===== src/rtl/fme_pkg.sv =====
// Shared types and constants for the three-bank lane writer: FSM states,
// bank indices and lane-width derivation.
package fme_pkg;

  localparam int unsigned DATA_WIDTH_DEF = 8;
  localparam int unsigned LANES_DEF      = 16;
  localparam int unsigned NUM_BANKS      = 3;

  typedef enum logic {
    ST_FILL = 1'b0,
    ST_FULL = 1'b1
  } state_e;

  typedef logic [1:0] bank_idx_t;

  localparam bank_idx_t BANK0 = 2'd0;
  localparam bank_idx_t BANK1 = 2'd1;
  localparam bank_idx_t BANK2 = 2'd2;

  // Lanes carry two guard bits above the base sample width.
  function automatic int unsigned lane_width(input int unsigned dw);
    return dw + 2;
  endfunction

  // c1=0 selects bank0 regardless of c0.
  function automatic bank_idx_t bank_decode(input logic c1, input logic c0);
    if (!c1) return BANK0;
    return c0 ? BANK2 : BANK1;
  endfunction

  function automatic logic [NUM_BANKS-1:0] bank_onehot(input bank_idx_t idx);
    logic [NUM_BANKS-1:0] oh;
    oh = '0;
    case (idx)
      BANK0:   oh = 3'b001;
      BANK1:   oh = 3'b010;
      BANK2:   oh = 3'b100;
      default: oh = '0;
    endcase
    return oh;
  endfunction

endpackage


===== src/rtl/fme_bank_reg.sv =====
// One bank of lane storage: a wide register with write enable and
// synchronous active-low reset.
module fme_bank_reg #(
  parameter int unsigned WIDTH = 160
) (
  input  logic             clk,
  input  logic             rst_n,
  input  logic             we,
  input  logic [WIDTH-1:0] d,
  output logic [WIDTH-1:0] q
);

  logic [WIDTH-1:0] data_q;
  logic [WIDTH-1:0] data_d;

  always_comb begin
    data_d = data_q;
    if (we) data_d = d;
  end

  always_ff @(posedge clk) begin
    if (!rst_n) data_q <= '0;
    else        data_q <= data_d;
  end

  assign q = data_q;

endmodule


===== src/rtl/demux3x16_bank_writer.sv =====
// Demultiplexes lane writes into three banks selected by {c1,c0}; presents
// the complete three-bank set downstream once every bank has been written.
module demux3x16_bank_writer
  import fme_pkg::*;
#(
  parameter int unsigned DATA_WIDTH = DATA_WIDTH_DEF,
  parameter int unsigned LANES      = LANES_DEF
) (
  input  logic                                  clk,
  input  logic                                  rst_n,
  input  logic                                  c0,
  input  logic                                  c1,
  input  logic                                  in_valid,
  output logic                                  in_ready,
  input  logic [LANES*lane_width(DATA_WIDTH)-1:0]           in_data,
  output logic                                  out_valid,
  input  logic                                  out_ready,
  output logic [NUM_BANKS*LANES*lane_width(DATA_WIDTH)-1:0] out_data,
  output logic                                  overwrite
);

  localparam int unsigned LW     = lane_width(DATA_WIDTH);
  localparam int unsigned BANK_W = LANES * LW;

  state_e               state_q, state_d;
  logic [NUM_BANKS-1:0] filled_q, filled_d;
  logic                 out_valid_q, out_valid_d;
  logic                 overwrite_q, overwrite_d;
  logic [NUM_BANKS-1:0] wr_en;
  logic                 accept;
  bank_idx_t            sel;

  // Next-state, fill tracking and write enables.
  always_comb begin
    state_d     = state_q;
    filled_d    = filled_q;
    overwrite_d = 1'b0;
    wr_en       = '0;
    sel         = bank_decode(c1, c0);
    accept      = in_valid && (state_q == ST_FILL);
    case (state_q)
      ST_FILL: begin
        if (accept) begin
          wr_en       = bank_onehot(sel);
          overwrite_d = |(filled_q & wr_en);
          filled_d    = filled_q | wr_en;
          if (&filled_d) state_d = ST_FULL;
        end
      end
      ST_FULL: begin
        // Contents stay in the banks; only the fill flags are cleared.
        if (out_ready) begin
          state_d  = ST_FILL;
          filled_d = '0;
        end
      end
      default: state_d = ST_FILL;
    endcase
    out_valid_d = (state_d == ST_FULL);
  end

  always_ff @(posedge clk) begin
    if (!rst_n) begin
      state_q     <= ST_FILL;
      filled_q    <= '0;
      out_valid_q <= 1'b0;
      overwrite_q <= 1'b0;
    end else begin
      state_q     <= state_d;
      filled_q    <= filled_d;
      out_valid_q <= out_valid_d;
      overwrite_q <= overwrite_d;
    end
  end

  for (genvar b = 0; b < NUM_BANKS; b++) begin : g_bank
    fme_bank_reg #(
      .WIDTH (BANK_W)
    ) u_bank (
      .clk   (clk),
      .rst_n (rst_n),
      .we    (wr_en[b]),
      .d     (in_data),
      .q     (out_data[b*BANK_W +: BANK_W])
    );
  end

  assign in_ready  = (state_q == ST_FILL);
  assign out_valid = out_valid_q;
  assign overwrite = overwrite_q;

endmodule


===== config.mk =====
export PLATFORM = sky130hd
export DESIGN_NAME = demux3x16_bank_writer
export DESIGN_NICKNAME = d
export VERILOG_FILES = /design/src/rtl/fme_pkg.sv /design/src/rtl/fme_bank_reg.sv /design/src/rtl/demux3x16_bank_writer.sv
export SDC_FILE = /design/constraint.sdc
export NUM_CORES = 1
export LEC_CHECK = 0
export ABC_AREA = 1
export BUFFER_PORTS_ARGS = -buffer_cell sky130_fd_sc_hd__buf_2
export CORE_AREA = 3 3 250 252
export DETAILED_ROUTE_END_ITERATION = 10
export DIE_AREA = 0 0 253 255
export PLACE_DENSITY = 0.52
export SYNTH_ARGS = -nofsm -noshare
export SYNTH_HDL_FRONTEND = slang
export SYNTH_SLANG_ARGS = --single-unit

===== constraint.sdc =====
create_clock -name clk -period 1.6 [get_ports clk]
set_input_delay 0 -clock clk [delete_from_list [all_inputs] [get_ports clk]]
set_output_delay 0 -clock clk [all_outputs]
set_load 0.02 [all_outputs]

== Yosys cells after proc, flatten, opt, wreduce, memory -nomap -nowiden ==
Cells that the tools add are included.
Word-level totals
  register bits: 485
  output and inout port bits: 483
Cells by class
  eq/ne operators: 4
  bitwise gates (word level): 5
  muxes and demuxes: 14
  reduce and logical (&&, ||, !) cells: 6
Operator list (count)
  two-way mux 3 bit: 6
  case mux 3 bit (3 select lines): 1
  case mux 3 bit (2 select lines): 1
  OR reduction 3 bit: 2
  two-way mux 2 bit: 2
  bitwise AND 3 bit: 1
  two-way mux 1 bit: 3
  inverter 1 bit: 3
  OR 3 bit: 1
  AND reduction 3 bit: 1
  == test 2 x 1 -> 1 bit (second input constant): 1
  == test 2 bit (second input constant): 1
  zero test 2 bit: 1
  != test 2 x 1 -> 1 bit (second input constant): 1
  != test 2 bit (second input constant): 1
  case mux 1 bit (2 select lines): 1
  AND reduction 2 bit: 1
  logical AND 1 bit: 1

== Longest topological paths before layout ==
Gate-level depths: netlist of the first run.
  word-level depth: 11
  depth in mapped cells: 9

== Cells and area by module ==
Synthesis of the first run repeated with hierarchy kept, for this count alone.
Unflattened totals
  cell total of the unflattened synthesis: 3081
  area, all modules: 20903.8 um^2
By module, submodules not included
  fme_bank_reg: cells each 1014, instances 3, area each 6885.4 um^2
  demux3x16_bank_writer: cells each 39, instances 1, area each 247.7 um^2

== Worst setup path before layout of the first run ==
No wires, ideal clock.
  path type: register -> register
  start point: register out_valid (netlist name)
  end point: register g_bank[1].u_bank.data_q[100]
  arrival time: 1.310 ns
  data required time: 1.484 ns
  buffers on the path: 2
  setup slack: 0.174 ns
  setup time: 0.116 ns
  cell stages (with the launch flop): 10
  clock period less this slack: 1.426 ns
  cell sequence: dfxtp_1 inv_2 nand2_4 inv_4 nand2_4 inv_4 buf_6 buf_2 nor2_1 nor2_1
RTL lines
  end signal, assigned: line fme_bank_reg.sv:23  | else data_q <= data_d;
  end, declared: line fme_bank_reg.sv:13  | logic [WIDTH-1:0] data_q;

==> results of run 1 <==
-- placed cells by master, fill, tap and decap left out, types with 4 or more instances in the layout --
cell type	instances
nand3_1	162
a21oi_1	162
o21ai_0	265
buf_4	48
buf_2	647
inv_1	4
bufinv_16	5
nor2_1	643
dlygate4sd3_1	166
o21ai_1	57
clkinv_2	5
nand2_1	168
buf_12	35
inv_6	6
clkbuf_8	16
clkbuf_16	53
clkbuf_1	9
dfxtp_1	485
-- what timing repair did --
item / in CTS / in global routing
hold endpoints to repair: 485 / 0
hold buffers: 166 / 0
endpoints found under the setup margin: 0 / 1
gates resized for setup: 0 / 1
-- critical path: cells and delay by family, from the launching register on --
kind	cells	cell delay, ns
and+or+nand+nor	4	0.60
buffers and inverters	3	0.44
DFF	1	0.32
-- power by group through the flow --
stage	Sequential [mW]	Combinational, mW	Clock (mW)
after floorplan	14.0	1.29	0
after global placement	13.3	3.83	0
after detailed placement	13.3	3.86	0
after CTS	13.0	4.20	12.8
after global routing	13.1	4.51	13.3
final	13.0	4.16	12.4
-- flip-flops by register name, indices dropped and copies added, names as in the netlist --
signal and cells:
overwrite 1, g_bank.u_bank.q 480, filled_q 3, out_valid 1
-- final timing paths --
path	startpoint	to	slack (ns)
max	out_valid	g_bank[2].u_bank.q[99]	0.08
min	in_data[21]	g_bank[2].u_bank.q[21]	0.23
max reg2reg	out_valid	g_bank[2].u_bank.q[99]	0.08
min reg2reg	g_bank[0].u_bank.q[140]	g_bank[0].u_bank.q[140]	0.46
-- through the flow --
step	worst slack (ns)	utilization (%)	hold slack, ns
floorplan	0.174	-	0.135
global placement	0.125	35.5	0.254
detailed placement	0.103	35.5	0.270
CTS	0.0796	41.2	0.174
global route	0.000900	41.2	0.217
finish	0.0809	41.2	0.227
-- cell families (layout without fill, tap and decap cells) --
kind of cell           count (synthesis)  after routing  synth area share [%]
buffers and inverters                183            998                  5.24
and+or+nand+nor                      977            977                  23.0
other                                  0              3                     0
DFF                                  485            485                  57.4
AOI/OAI and AO/OA                    486            486                  14.4
-- synth_stat cells, drive strengths merged --
library cell,instances
inv,11
dfxtp,485
buf,74
nand3,162
nand2,171
a21oi,162
o22ai,1
nor2,644
o21bai,1
clkbuf,98
o21ai,322
-- per-layer routing --
metal / up-vias / track usage [%] / part of all wire (%)
met3: 131 / 6.98 / 8.9
met5: - / 0 / 0
met4: 0 / 6.97 / 3.3
li1: 8526 / - / -
met1: 8252 / 24.7 / 41
met2: 662 / 35.7 / 47
-- final cells by class --
class,count,area (µm²),share of cell area [%]
clock inverters,13,199,0.800
flip-flops and latches,485,9710,39.1
repair buffers,897,5970,24.0
multi-input cells,1463,6350,25.6
well taps,782,978,3.94
inverters,11,66.3,0.267
diodes,3,7.51,0.0302
clock buffers,77,1570,6.30
==> impl_metrics.yaml, run 1 <==
status:
  status: "finished, final reports clean"
finish:
  final_area_um2: 24900
  final_cells: 3731
  drive_above_1_share_pct: 27.9
  fill_cells: 6168
  nets: 3077
  area_growth_pct: 46.8
setup_path:
  cp_cell_sequence: "inv_2 > nand2_4 > nor2_4 > inv_6 > buf_12 > nor2_1 > nor2_1"
  cpPeakStageDelay_ns: 0.32
  cp-end-kind: "flop"
  critPathArrivalTime_ns: 1.98
  slowest_stage: "dfxtp_1"
  critPathLaunchType: "flop"
  crit_top_cell: "nor2_1"
  reg2reg_depth: 7
  path_class: "reg -> reg"
  path_max_fanout: 49
  critical_path_required_ns: 2.06
floorplanning:
  die_y_um: 255
  ioPinCount: 649
  core_um2: 60400
  dieArea_um2: 64500
  start_util_pct: 28.0
  fp.dieW_um: 253
  rows: 90
route:
  wl_per_cell_um: 19.0
  viasPerCell: 4.71
  drtAntennaViolNets: 0
  num_vias: 17600
  drc_errors: 0
  dr.pass1.iters: 5
  first_iter_violations: 1060
  routed_wl_um: 70900
clocking:
  cts_buffers: 53
  cts_buffer_depth: 3
  ctsRootBufferMaster: "clkbuf_16"
  clk_pin_slew_worst_paths_ns: 0.07
  h-tree-depth: 2
  cts_tree: "done"
  numClockSinks: 485
  cts_setup_buffers: 0
  clock_latency_ns: 0.58
logic_synthesis:
  syn-cell-area_um2: 16900
  synth_seq_area_share_pct: 57.4
  yosys_warnings: 0
  yosysUniqueCellTypes: 21
  synth_largest_area_cell: "dfxtp_1"
  synthesis.nets: 2297
  ys_ff_latch: 485
  synth_top_cell_area_share_pct: 57.4
  syn_area_per_cell_um2: 7.94
  synthCells: 2131
  yosys-top-cells-area: "dfxtp_1 (57%), nor2_1 (14%), o21ai_0 (7.9%)"
power_and_ir_drop:
  power_mw: 29.6
  power_switching_mw: 7.90
  p_clk_share_pct: 42.0
  leakage_nw: 11.6
  power.density_nw_per_um2: 1190
  pwr-share-seq_pct: 44.0
  swShare_pct: 26.6
  irDropWorstVdd_mv: 0.823
  internal_power_mw: 21.7
  combPwrFrac_pct: 14.0
timing:
  rsz0062_at_grt: "false"
  finalSetupViolCount: 0
  fin_worst_skew_ns: 0.0136
  maxSlewHeadroom_pct: 68.8
  fin_crit_ns: 1.52
  timing.final.crit_share_pct: 94.9
  worst_pin_slew_ns: 0.468
  fmax_mhz: 658
  finalMaxSlewViolations: 0
  setup_tns_ns: 0
  hold_viol_final: 0
place:
  place_hpwl_um: 50900
  io_buffers: 648
  place_congestion: 0.861
  dpl_cell_area_um2: 21400
  placed_cells: 3472
min_path:
  hp-class: "in -> reg"
  worst_hold_path.num_cells: 4
global_route:
  track_usage_pct: 20.9
  grt_overflow: 0
  antenna_found_initial: 4
  grt_pass1_vias: 17300
  grt_max_degree: 80
  grt_pass1_wl_um: 105000
job:
  maxCapViolations: 0
No activity file was read; power rests on OpenSTA's default activity.
==> run 2: changes to the inputs <==
- RECOVER_POWER: default -> 100
==> run 2 against run 1 <==
Sequential share of layout area rose by 1.1 points. Critical path depth up 1. Largest power group unchanged. Largest cell class unchanged. Core utilization down 1.1 points. Via count grew 0.20%. Clock power about the same. Total power is 0.52% lower. Critical path type is now in -> reg. Worst hold slack better by 0.0055 ns. Die area stayed put.
==> impl_metrics.yaml, run 2 (same netlist as run 1, synthesis figures left out) <==
clocking:
  cts_buffers: 53
  cts_buffer_depth: 3
  clock_latency_ns: 0.58
  cts_setup_buffers: 0
  ctsRootBufferMaster: "clkbuf_16"
  clk_pin_slew_worst_paths_ns: 0.06
  cts_tree: "done"
  numClockSinks: 485
  h-tree-depth: 2
floorplanning:
  ioPinCount: 649
  die_y_um: 255
  dieArea_um2: 64500
  start_util_pct: 28.0
  core_um2: 60400
  rows: 90
  fp.dieW_um: 253
route:
  routed_wl_um: 71100
  drtAntennaViolNets: 0
  wl_per_cell_um: 19.1
  drc_errors: 0
  viasPerCell: 4.72
  first_iter_violations: 1117
  dr.pass1.iters: 5
  num_vias: 17600
setup_path:
  r2r_slack_ns: 0.07
  slowest_stage: "dlygate4sd3_1"
  path_class: "in -> reg"
  critPathLaunchType: "input pin"
  critical_path_required_ns: 2.06
  cp_cell_sequence: "dlygate4sd3_1 > clkbuf_1 > nand2_1 > nor2_4 > inv_6 > buf_12 > nor2_1 > nor2_1"
  critPathArrivalTime_ns: 2.02
  path_max_fanout: 49
  crit_top_cell: "nor2_1"
  cp-end-kind: "flop"
  cpLargestDelayFamily: "buffers and inverters"
  worst-path-buf-inv: 4
  cpPeakStageDelay_ns: 0.59
power_and_ir_drop:
  power.density_nw_per_um2: 1220
  combPwrFrac_pct: 13.5
  leakage_nw: 9.57
  power_switching_mw: 7.93
  p_clk_share_pct: 42.2
  pwr-share-seq_pct: 44.3
  swShare_pct: 26.9
  internal_power_mw: 21.6
  irDropWorstVdd_mv: 0.820
finish:
  drive_above_1_share_pct: 11.5
  largest_reg_flops: 480
  final_common_cell: "nor2_1"
  final_cell_mix: "nor2_1 (643), clkbuf_1 (494), dfxtp_1 (485)"
  multi_input_area_um2: 6340
  fin_util_pct: 40.1
  nets: 3077
  fill_cells: 6373
  area_growth_pct: 42.9
  register_area_um2: 9710
timing:
  maxSlewHeadroom_pct: 63.6
  fmax_mhz: 640
  finalSetupViolCount: 0
  setup_tns_ns: 0
  finalMaxSlewViolations: 0
  fin_worst_skew_ns: 0.0141
  worst_pin_slew_ns: 0.549
  hold_viol_final: 0
  timing.final.crit_share_pct: 97.7
  fin_crit_ns: 1.56
  rsz0062_at_grt: "false"
global_route:
  antenna_found_initial: 4
  grt_overflow: 0
  grt_pass1_wl_um: 105000
  track_usage_pct: 20.9
  grt_max_degree: 80
  grt_pass1_vias: 17300
min_path:
  hp-class: "in -> reg"
job:
  maxCapViolations: 0
status:
  status: "finished, final reports clean"
place:
  place_congestion: 0.861
  place_hpwl_um: 50900
  io_buffers: 648
-- run 2: cell count changes in the layout (fill, tap and decap cells not counted), moves of 2 or more --
cell	delta
buf_12	-3
buf_2	-483
buf_4	-11
buf_6	+2
clkbuf_1	+485
clkbuf_2	+7
clkbuf_4	+3
o21ai_0	+10
o21ai_1	-10
-- run 2: worst min-delay path, stage by stage --
cell and delay, ns:
dlygate4sd3_1 0.51, buf_2 0.13, nor2_1 0.05, nor2_1 0.08
-- run 2: timing repair --
item	CTS	global route
setup endpoints to repair	0	1
hold buffers	166	0
resized for setup	0	1
hold endpoints to repair	485	0
-- run 2: metrics by stage --
step	area (µm²)	hold WS, ns	instances	total power [mW]	setup WS [ns]
floorplan	16900	0.135	2131	15.3	0.174
global placement	21400	0.254	3472	17.1	0.125
detailed placement	21400	0.270	3472	17.1	0.103
CTS	24800	0.174	3728	30.0	0.0796
global route	24200	0.217	3730	30.7	0.00337
finish	24200	0.232	3731	29.5	0.0369
-- run 2: final cells by class --
| cell class | count | area share [%] |
|---|---|---|
| sequential | 485 | 40.1 |
| multi-input combinational | 1463 | 26.2 |
| timing repair buffer | 897 | 22.0 |
| clock buffer | 77 | 6.48 |
| tap | 782 | 4.05 |
| clock inverter | 13 | 0.823 |
| inverter | 11 | 0.264 |
| antenna | 3 | 0.0310 |
-- run 2: path summary, 6_finish.rpt --
path              cells after the start              startpoint                endpoint
setup reg to reg                      7               out_valid  g_bank[2].u_bank.q[99]
hold reg to reg                       2  g_bank[0].u_bank.q[15]  g_bank[0].u_bank.q[15]
hold / removal                        4             in_data[21]  g_bank[2].u_bank.q[21]
setup / recovery                      8                      c1  g_bank[2].u_bank.q[99]
-- run 2: power groups by stage --
stage	logic [mW]	registers (mW)	clock network [mW]
2_1_floorplan	1.29	14.0	0
3_3_place_gp	3.83	13.3	0
3_5_place_dp	3.86	13.3	0
4_1_cts	4.20	13.0	12.8
5_1_grt	4.32	13.1	13.3
6_report	3.97	13.1	12.5
-- run 2: layer usage --
metal	track usage (%)	wire length, µm	vias up
li1	-	-	8534
met1	24.7	29100	8246
met2	35.7	33300	698
met3	6.98	6420	129
met4	6.97	2340	0
met5	0	0	-
==> run 3: changes to the inputs <==
- clock period: 1.6 -> 1.95 ns (I/O delays scaled with it)
==> run 3 against run 2 <==
Worst hold slack worse by 0.012 ns. Sequential share of layout area increased by 0.31 points. Non-clock buffer count is 23 lower. Clock-buffer cell count is 4 higher. Final cell count shrank 0.32%. Sequential power decreased by 18%. Sequential cell count is the same. Via count is 0.53% higher. First-iteration DRC count is 11% lower. Critical endpoint is now g_bank[1].u_bank.q[105]. Largest cell class unchanged. Largest power group unchanged.
==> impl_metrics.yaml, run 3 (same netlist as run 1, synthesis figures left out) <==
setup_path:
  slowest_stage: "clkbuf_2"
  path_max_fanout: 63
  critical_path.endpoint: "g_bank[1].u_bank.q[105]"
  r2r_slack_ns: 0.11
  worst-path-buf-inv: 4
  cpPeakStageDelay_ns: 0.73
  path_class: "in -> reg"
  rr_endpoint: "g_bank[2].u_bank.q[3]"
  reg2reg_depth: 9
  cpLargestDelayFamily: "buffers and inverters"
  cp-end-kind: "flop"
  critPathLaunch: "rst_n"
  critical_path_required_ns: 2.46
  cp_cell_sequence: "dlygate4sd3_1 > clkbuf_2 > buf_12 > clkbuf_2 > o21ai_0 > nor2_1"
  critPathArrivalTime_ns: 2.35
  r2r-start: "out_valid"
  cp_num_cells: 6
  critPathLaunchType: "input pin"
  crit_top_cell: "clkbuf_2"
finish:
  area_growth_pct: 41.8
  fill_cells: 6443
  final_cell_mix: "nor2_1 (642), clkbuf_1 (490), dfxtp_1 (485)"
  largest_reg_flops: 480
  final_area_um2: 24000
  fin_util_pct: 39.8
  nets: 3056
  drive_above_1_share_pct: 11.0
  final_common_cell: "nor2_1"
  final_cells: 3719
timing:
  setup_tns_ns: 0
  worst_pin_slew_ns: 0.871
  maxSlewHeadroom_pct: 41.9
  fin_crit_ns: 1.84
  fin_worst_skew_ns: 0.0157
  rsz0062_at_grt: "false"
  hold_viol_final: 0
  hold_ws_ns: 0.220
  setup_ws_ns: 0.108
  finalMaxSlewViolations: 0
  fmax_mhz: 543
  finalSetupViolCount: 0
  timing.final.crit_share_pct: 94.5
route:
  num_vias: 17700
  wl_per_cell_um: 19.4
  first_iter_violations: 989
  dr.pass1.iters: 7
  drc_errors: 0
  viasPerCell: 4.76
  drtAntennaViolNets: 0
  routed_wl_um: 72200
global_route:
  grt_pass1_vias: 17100
  grt_pass1_wl_um: 104000
  grt_max_degree: 167
  grt_overflow: 0
  track_usage_pct: 20.6
  antenna_found_initial: 4
place:
  placed_cells: 3435
  io_buffers: 648
  place_hpwl_um: 48700
  dp_worst_setup_slack_ns: 0.268
  dpl_cell_area_um2: 21000
  place_congestion: 0.866
clocking:
  h-tree-depth: 2
  ctsRootBufferMaster: "clkbuf_16"
  clk_pin_slew_worst_paths_ns: 0.06
  cts_buffer_depth: 3
  clock_latency_ns: 0.59
  numClockSinks: 485
  cts_tree: "done"
  cts_buffers: 54
power_and_ir_drop:
  power.density_nw_per_um2: 1020
  power_mw: 24.4
  irDropWorstVdd_mv: 0.597
  leakage_nw: 9.50
floorplanning:
  core_um2: 60400
  start_util_pct: 28.0
  dieArea_um2: 64500
  rows: 90
  ioPinCount: 649
  die_y_um: 255
  fp.dieW_um: 253
job:
  maxCapViolations: 0
min_path:
  hp-class: "in -> reg"
status:
  status: "finished, final reports clean"
==> run 3: cell count changes in the layout (fill, tap and decap cells not counted), moves of 5 or more <==
cell           change
o21ai_0           +16
clkinv_2           +9
dlygate4sd3_1      +8
buf_12            -15
o21ai_1           -16
clkbuf_16          +5
buf_4             -18
==> run 3: how the worst min path moves through the flow <==
stage / startpoint / to / cells past startpoint
final: in_data[75] / g_bank[2].u_bank.q[75] / 4
after global routing: in_data[107] / g_bank[2].u_bank.q[107] / 4
after CTS: in_data[14] / g_bank[2].u_bank.q[14] / 4
after detailed placement: in_data[3] / g_bank[2].u_bank.q[3] / 3
after global placement: in_data[3] / g_bank[2].u_bank.q[3] / 3
after floorplan: in_data[82] / g_bank[2].u_bank.q[82] / 2
==> run 3: repair_timing <==
item / CTS / global route
resized for setup: 0 / 5
endpoints found under the setup margin: 0 / 9
buffers inserted: 0 / 4
hold endpoints to repair: 485 / 0
hold buffers: 174 / 0
==> run 3: area by class of cell <==
cell class              instances  area (µm²)  area share, %
flip-flops and latches        485        9710           40.5
repair inverters                1        8.76         0.0365
multi-input cells            1463        6340           26.4
repair buffers                874        5020           20.9
clock inverters                20         164          0.683
clock buffers                  81        1700           7.07
well taps                     782         978           4.08
diodes                          2        5.00         0.0209
inverters                      11        71.3          0.297
==> run 3: report_power, final <==
group | total (mW) | internal (mW) | switching, mW
clock | 10.5 | 6.26 | 4.22
sequential | 10.7 | 10.4 | 0.287
combinational | 3.20 | 1.02 | 2.18
==> run 3: worst min-delay path: stages <==
cell and delay [ns]:
dlygate4sd3_1 0.52, buf_2 0.12, nor2_1 0.05, nor2_1 0.08
==> run 3: per-layer routing <==
| metal | track usage, % | up-vias | part of all wire (%) |
|---|---|---|---|
| met2 | 34.3 | 789 | 46 |
| met1 | 24.7 | 8249 | 40 |
| met3 | 6.57 | 161 | 9.7 |
| li1 | - | 8502 | - |
| met4 | 8.44 | 0 | 4.2 |
| met5 | 0 | - | 0 |
